==> src/rtl/whack_pkg.sv <==
// Shared types and constants for the whack-a-mole round sequencer.
package whack_pkg;

    typedef enum logic [2:0] {
        IDLE,
        ARM,
        SHOW,
        GAP,
        OVER
    } round_state_t;

    localparam int SEG_COUNT = 7;
    localparam int SCORE_W   = 8;
    localparam int LEVEL_W   = 3;

    // The LFSR yields 0..7 but only seven segments exist; fold the extra code onto 0.
    function automatic logic [2:0] map_seg(input logic [2:0] raw);
        return (32'(raw) >= SEG_COUNT) ? 3'd0 : raw;
    endfunction

    function automatic logic [2:0] next_seg(input logic [2:0] seg);
        return (32'(seg) + 32'd1 >= SEG_COUNT) ? 3'd0 : seg + 3'd1;
    endfunction

endpackage

==> src/rtl/penalty_lockout.sv <==
// Wrong-press lockout: a mask register held for LOCK_CYCLES after a trigger,
// with a clear and a force-all-locked override for game start/end.
module penalty_lockout #(
    parameter int unsigned LOCK_CYCLES = 10,
    parameter int unsigned CNT_W       = 20
) (
    input  logic       clk,
    input  logic       rst,
    input  logic       clear_i,
    input  logic       force_all_i,
    input  logic       trig_i,
    input  logic [7:0] mask_i,
    output logic [7:0] lockout_o,
    output logic       idle_o
);

    logic [CNT_W-1:0] timer_q, timer_d;
    logic [7:0]       mask_q, mask_d;

    always_comb begin
        timer_d = timer_q;
        mask_d  = mask_q;
        // The mask drops only when the timer expires, so a forced mask with an idle timer persists.
        if (timer_q != '0) begin
            timer_d = timer_q - CNT_W'(1);
            if (timer_q == CNT_W'(1)) begin
                mask_d = '0;
            end
        end
        if (clear_i) begin
            timer_d = '0;
            mask_d  = '0;
        end else if (force_all_i) begin
            timer_d = '0;
            mask_d  = 8'hFF;
        end else if (trig_i) begin
            timer_d = CNT_W'(LOCK_CYCLES);
            mask_d  = mask_i;
        end
    end

    always_ff @(posedge clk) begin
        if (rst) begin
            timer_q <= '0;
            mask_q  <= '0;
        end else begin
            timer_q <= timer_d;
            mask_q  <= mask_d;
        end
    end

    assign lockout_o = mask_q;
    assign idle_o    = (timer_q == '0);

endmodule

==> src/rtl/mole_round_scheduler.sv <==
// Whack-a-mole round sequencer: picks moles, grades presses, tracks score/miss/level.
// Optional NO_REPEAT_EN macro: bump a repeated mole segment to the next one.
module mole_round_scheduler
    import whack_pkg::*;
#(
    parameter int unsigned WINDOW_BASE    = 1000,
    parameter int unsigned WINDOW_STEP    = 100,
    parameter int unsigned WINDOW_MIN     = 200,
    parameter int unsigned GAP_CYCLES     = 50,
    parameter int unsigned LOCK_CYCLES    = 10,
    parameter int unsigned HITS_PER_LEVEL = 4,
    parameter int unsigned MAX_LEVEL      = 7,
    parameter int unsigned CNT_W          = 20
) (
    input  logic               clk,
    input  logic               rst,
    input  logic               start_i,
    input  logic               game_end_i,
    input  logic [2:0]         rand_seg_i,
    input  logic [7:0]         btn_i,
    output logic               mole_valid_o,
    output logic [2:0]         mole_seg_o,
    output logic [7:0]         lockout_o,
    output logic [SCORE_W-1:0] score_o,
    output logic [SCORE_W-1:0] miss_o,
    output logic [LEVEL_W-1:0] level_o,
    output logic               running_o
);

    localparam int STREAK_W = 8;

    round_state_t        state_q, state_d;
    logic [7:0]          btn_q;
    logic                start_q;
    logic [2:0]          seg_q, seg_d;
    logic [CNT_W-1:0]    cnt_q, cnt_d;
    logic [SCORE_W-1:0]  score_q, score_d;
    logic [SCORE_W-1:0]  miss_q, miss_d;
    logic [LEVEL_W-1:0]  level_q, level_d;
    logic [STREAK_W-1:0] streak_q, streak_d;

    logic [7:0] press;
    logic       start_edge;
    logic [7:0] mole_bit;
    logic [7:0] wrong;
    logic       hit;
    logic [2:0] seg_pick;
    logic       lock_clear, lock_force, lock_trig, lock_idle;

    function automatic logic [CNT_W-1:0] window_len(input logic [LEVEL_W-1:0] lvl);
        int unsigned dec;
        dec = 32'(lvl) * WINDOW_STEP;
        if (dec >= WINDOW_BASE || (WINDOW_BASE - dec) < WINDOW_MIN) begin
            return CNT_W'(WINDOW_MIN);
        end
        return CNT_W'(WINDOW_BASE - dec);
    endfunction

    assign press      = btn_i & ~btn_q;
    assign start_edge = start_i & ~start_q;
    assign mole_bit   = 8'd1 << seg_q;
    assign hit        = press[seg_q] & ~lockout_o[seg_q];
    assign wrong      = press & ~lockout_o & ~mole_bit;

`ifdef NO_REPEAT_EN
    assign seg_pick = (map_seg(rand_seg_i) == seg_q) ? next_seg(map_seg(rand_seg_i))
                                                     : map_seg(rand_seg_i);
`else
    assign seg_pick = map_seg(rand_seg_i);
`endif

    always_comb begin
        state_d    = state_q;
        seg_d      = seg_q;
        cnt_d      = cnt_q;
        score_d    = score_q;
        miss_d     = miss_q;
        level_d    = level_q;
        streak_d   = streak_q;
        lock_clear = 1'b0;
        lock_force = 1'b0;
        lock_trig  = 1'b0;

        case (state_q)
            IDLE, OVER: begin
                if (start_edge) begin
                    score_d    = '0;
                    miss_d     = '0;
                    level_d    = '0;
                    streak_d   = '0;
                    lock_clear = 1'b1;
                    state_d    = ARM;
                end
            end
            ARM, SHOW, GAP: begin
                // Game end outranks any grading in the same cycle; counters freeze from here.
                if (game_end_i) begin
                    lock_force = 1'b1;
                    state_d    = OVER;
                end else if (state_q == ARM) begin
                    seg_d   = seg_pick;
                    cnt_d   = window_len(level_q);
                    state_d = SHOW;
                end else if (state_q == SHOW) begin
                    if (hit) begin
                        if (score_q != '1) score_d = score_q + SCORE_W'(1);
                        if (32'(streak_q) + 32'd1 >= HITS_PER_LEVEL) begin
                            streak_d = '0;
                            if (32'(level_q) < MAX_LEVEL) level_d = level_q + LEVEL_W'(1);
                        end else begin
                            streak_d = streak_q + STREAK_W'(1);
                        end
                        cnt_d   = CNT_W'(GAP_CYCLES);
                        state_d = GAP;
                    end else if (cnt_q == CNT_W'(1)) begin
                        if (miss_q != '1) miss_d = miss_q + SCORE_W'(1);
                        streak_d = '0;
                        if (level_q != '0) level_d = level_q - LEVEL_W'(1);
                        cnt_d   = CNT_W'(GAP_CYCLES);
                        state_d = GAP;
                    end else begin
                        cnt_d     = cnt_q - CNT_W'(1);
                        lock_trig = (wrong != '0) && lock_idle;
                    end
                end else begin
                    if (cnt_q <= CNT_W'(1)) begin
                        state_d = ARM;
                    end else begin
                        cnt_d = cnt_q - CNT_W'(1);
                    end
                end
            end
            default: state_d = IDLE;
        endcase
    end

    always_ff @(posedge clk) begin
        if (rst) begin
            state_q  <= IDLE;
            btn_q    <= '0;
            start_q  <= 1'b0;
            seg_q    <= '0;
            cnt_q    <= '0;
            score_q  <= '0;
            miss_q   <= '0;
            level_q  <= '0;
            streak_q <= '0;
        end else begin
            state_q  <= state_d;
            btn_q    <= btn_i;
            start_q  <= start_i;
            seg_q    <= seg_d;
            cnt_q    <= cnt_d;
            score_q  <= score_d;
            miss_q   <= miss_d;
            level_q  <= level_d;
            streak_q <= streak_d;
        end
    end

    penalty_lockout #(
        .LOCK_CYCLES(LOCK_CYCLES),
        .CNT_W      (CNT_W)
    ) u_lockout (
        .clk        (clk),
        .rst        (rst),
        .clear_i    (lock_clear),
        .force_all_i(lock_force),
        .trig_i     (lock_trig),
        .mask_i     (wrong),
        .lockout_o  (lockout_o),
        .idle_o     (lock_idle)
    );

    assign mole_valid_o = (state_q == SHOW);
    assign mole_seg_o   = seg_q;
    assign score_o      = score_q;
    assign miss_o       = miss_q;
    assign level_o      = level_q;
    assign running_o    = (state_q == ARM) || (state_q == SHOW) || (state_q == GAP);

endmodule

==> config.mk <==
export PLATFORM = sky130hd
export DESIGN_NAME = mole_round_scheduler
export DESIGN_NICKNAME = d
export VERILOG_FILES = /design/src/rtl/whack_pkg.sv /design/src/rtl/penalty_lockout.sv /design/src/rtl/mole_round_scheduler.sv
export SDC_FILE = /design/constraint.sdc
export NUM_CORES = 1
export LEC_CHECK = 0
export CAP_MARGIN = 20
export CORE_ASPECT_RATIO = 0.6
export CORE_MARGIN = 3
export CORE_UTILIZATION = 45
export CTS_CLUSTER_DIAMETER = 100
export DETAILED_ROUTE_END_ITERATION = 7
export PLACE_DENSITY = 0.75
export SLEW_MARGIN = 0
export SYNTH_ARGS = -nofsm -noshare
export SYNTH_HDL_FRONTEND = slang
export SYNTH_SLANG_ARGS = --single-unit
==> constraint.sdc <==
create_clock -name clk -period 2.9 [get_ports clk]
set_clock_uncertainty 0.05 [all_clocks]
set_input_delay 0.29 -clock clk [delete_from_list [all_inputs] [get_ports clk]]
set_output_delay 0.29 -clock clk [all_outputs]
set_load 0.005 [all_outputs]
==> flow_summary_export.csv <==
group,metric,value,unit
clocking,cts_max_path_buffers,2,
synthesis,synth.distinct_cells,74,
route,routedWlPerCell,16.94,um
critical_path,critPathKind,"reg -> reg",
place,dpl.hpwl,10.21,mm
global_routing,grt_pass1_wl,22.69,mm
synthesis,synth-seq-cells,90,
floorplanning,die_x,144.0,um
floorplanning,num_rows,29,
critical_path,cp.depth,9,
synthesis,synth.top_cell.area_share,35.05,%
clocking,post_cts_buffers,0,
timing,drv_slew,0,
synthesis,syn_area,5141,um^2
synthesis,synth_common_cells,"90 x dfxtp_1, 54 x nor2_1, 51 x nand2_1",
synthesis,syn_inst,624,
global_routing,grt-ovfl-total,0,
pwr,p_leak,0.002268,uW
synthesis,synth_nets,660,
layout,stdcell_count,823,
global_routing,grt_max_degree,28,
timing,setup_viol,0,
global_routing,grt.total_usage,22.31,%
critical_path,crit_chain,"inv_1, ha_1, ha_1, ha_1, nand2_1, o31a_1, and3_2, a311oi_1, nor3_1",
synthesis,yosys_warnings,0,
place,gp_congestion,0.9226,
timing,rsz0062_at_grt,"no",
place,portBuffers,46,
timing,max_freq,0.3641,GHz
clocking,ctsHtreeMaxLevel,3,
route,drt-total-wl,13.94,mm
critical_path,crit_path_frequent_cell,"ha_1",
timing,whs,442.4,ps
layout,antenna_cells,0,
global_routing,antenna_found_initial,0,
route,ant_nets,0,
timing,period_share,94.71,%
pwr,p_total,6647,uW
route,vias,4991,
critical_path,cp.required,3070,ps
floorplanning,fp.dieH,88.80,um
clocking,cts_root_buf,"clkbuf_16",
layout,finalCoreUtilization,57.34,%
clocking,cts-buffers-inserted,9,
floorplanning,io_pins,47,
floorplanning,core_area,10850,um^2
clocking,clk_latency,340,ps
pwr,power_density,1068,nW/um^2
clocking,cts.reportedPaths.clkPinSlew,70,ps
timing,period_minus_slack,2746,ps
floorplanning,dieArea,12790,um^2
critical_path,worstSetupEndpointType,"flip-flop",
layout,layout-area-overhead-vs-synth,21.00,%
layout,fin_nets,715,
global_routing,met1_usage,34.36,%
hold_path,whs_path_depth,1,
route,initialDrtViolationCount,558,
route,drc,0,
timing,tightest_slew,639.7,ps
clocking,clkSinkCount,90,
critical_path,crit_path_max_fanout,12,
synthesis,synthFlopType,"dfxtp_1",
synthesis,synth_area_per_cell,8.239,um^2
pwr,peakVddDrop,0.5564,mV
floorplanning,start_util,47.39,%
synthesis,synthArstFlopShare,0,%
timing,relSlewSlack,57.00,%
critical_path,crit_slowest_cell,"ha_1",
place,dpl.cell_count,807,
timing,hold_viol_final,0,
synthesis,yosysMostFrequentCell,"dfxtp_1",
hold_path,min_path_type,"reg -> reg",
clocking,cts_tree,"done",
route,vias_per_cell,6.064,
route,drt_pass1_iterations,5,
global_routing,grt.busiest_layer,"met1",
layout,fill_cells,947,
layout,drive_gt1_share,10.67,%
global_routing,grt_pass1_vias,4477,
critical_path,cpPeakStageDelay,410,ps
timing,finalSetupTns,0,ps
synthesis,yosysSeqAreaShare,35.05,%
critical_path,setup.worst_path.start_class,"flip-flop",
status,outcome,"completed",
synthesis,synth_edf_count,0,
critical_path,cp_top_family,"adder cells",
critical_path,worstPathArrival,2920,ps
global_routing,grtUsageMet3,4.590,%
synthesis,synth_area_leaders,"dfxtp_1 35%, ha_1 4.9%, a21oi_1 4.1%, nor2_1 3.9%, nand2_1 3.7%",
critical_path,cp_num_buf_inv,1,
run,maxCapViolCount,0,
synthesis,yosys.area.top_type,"dfxtp_1",
global_routing,use_met2,31.14,%
critical_path,rr_worst_depth,9,
==> worst reg2reg max path: cells and delay by family, from the launching register on <==
kind,cells,cell delay [ps]
flops,1,340
compound gates,2,660
simple gates,3,520
buf+inv,1,110
fa+ha+maj,3,940
==> sequential cells by signal, summed over array words and instances, names as in the netlist <==
register	flops
btn_q	8
miss_o	8
mole_seg_o	3
start_q	1
state_q	3
streak_q	8
u_lockout.lockout_o	8
cnt_q	20
score_o	8
u_lockout.timer_q	20
level_o	3
==> placed cells by master, fill, tap and decap left out, drive strengths merged, types with 13 or more instances in the layout <==
cell type,n
nand2,51
nand3,32
inv,22
and2,13
dfxtp,90
nor2,55
nor4,22
xnor2,14
nor3,15
o21ai,24
a21oi,42
ha,20
clkdlybuf4s50,46
buf,31
==> report_power, final <==
group / leakage [uW] / switching (uW) / total, uW / internal [uW]
sequential: 0.000732 / 312 / 1810 / 1490
combinational: 0.00138 / 2120 / 3560 / 1440
clock: 0.000156 / 515 / 1280 / 768
total: 0.00227 / 2940 / 6650 / 3700
==> worst paths after layout <==
path | start | to | slack (ps)
max | level_o[1] | cnt_q[14] | 150
min | streak_q[6] | streak_q[6] | 440
max reg2reg | level_o[1] | cnt_q[14] | 150
min reg2reg | streak_q[6] | streak_q[6] | 440
==> metrics by stage <==
| step | instance area, um^2 | setup WS [ps] |
|---|---|---|
| floorplan | 5141 | 42.33 |
| CTS | 6213 | 119.4 |
| global route | 6221 | 11.99 |
| global placement | 5888 | 113.1 |
| detailed placement | 5888 | 0.8460 |
| finish | 6221 | 153.5 |
==> timing repair <==
action	CTS	global route
resized for setup	0	2
hold buffers	0	0
setup endpoints to repair	0	11
==> kinds of logic (layout without fill, tap and decap cells) <==
group	Yosys count	count (layout)	share of synthesized area, %
simple gates	270	270	28.35
compound gates	161	161	21.93
flops	90	90	35.05
buf+inv	52	112	4.161
xor+xnor	24	24	4.089
fa+ha+maj	21	21	5.257
mux	6	6	1.168
==> area by class of cell <==
type | instances | area (um^2) | share of cell area, %
tap | 139 | 173.9 | 2.796
clock inverter | 6 | 96.34 | 1.549
inverter | 19 | 71.32 | 1.146
multi-input combinational | 482 | 3143 | 50.52
timing repair buffer | 77 | 705.7 | 11.34
clock buffer | 10 | 229.0 | 3.681
sequential | 90 | 1802 | 28.96
==> metal layers <==
metal / share of wire (%) / routed length, um
met1: 50 / 7033
met2: 40 / 5635
met3: 7.6 / 1060
met4: 1.5 / 212
met5: 0 / 0
(Power assumes the default switching activity.)
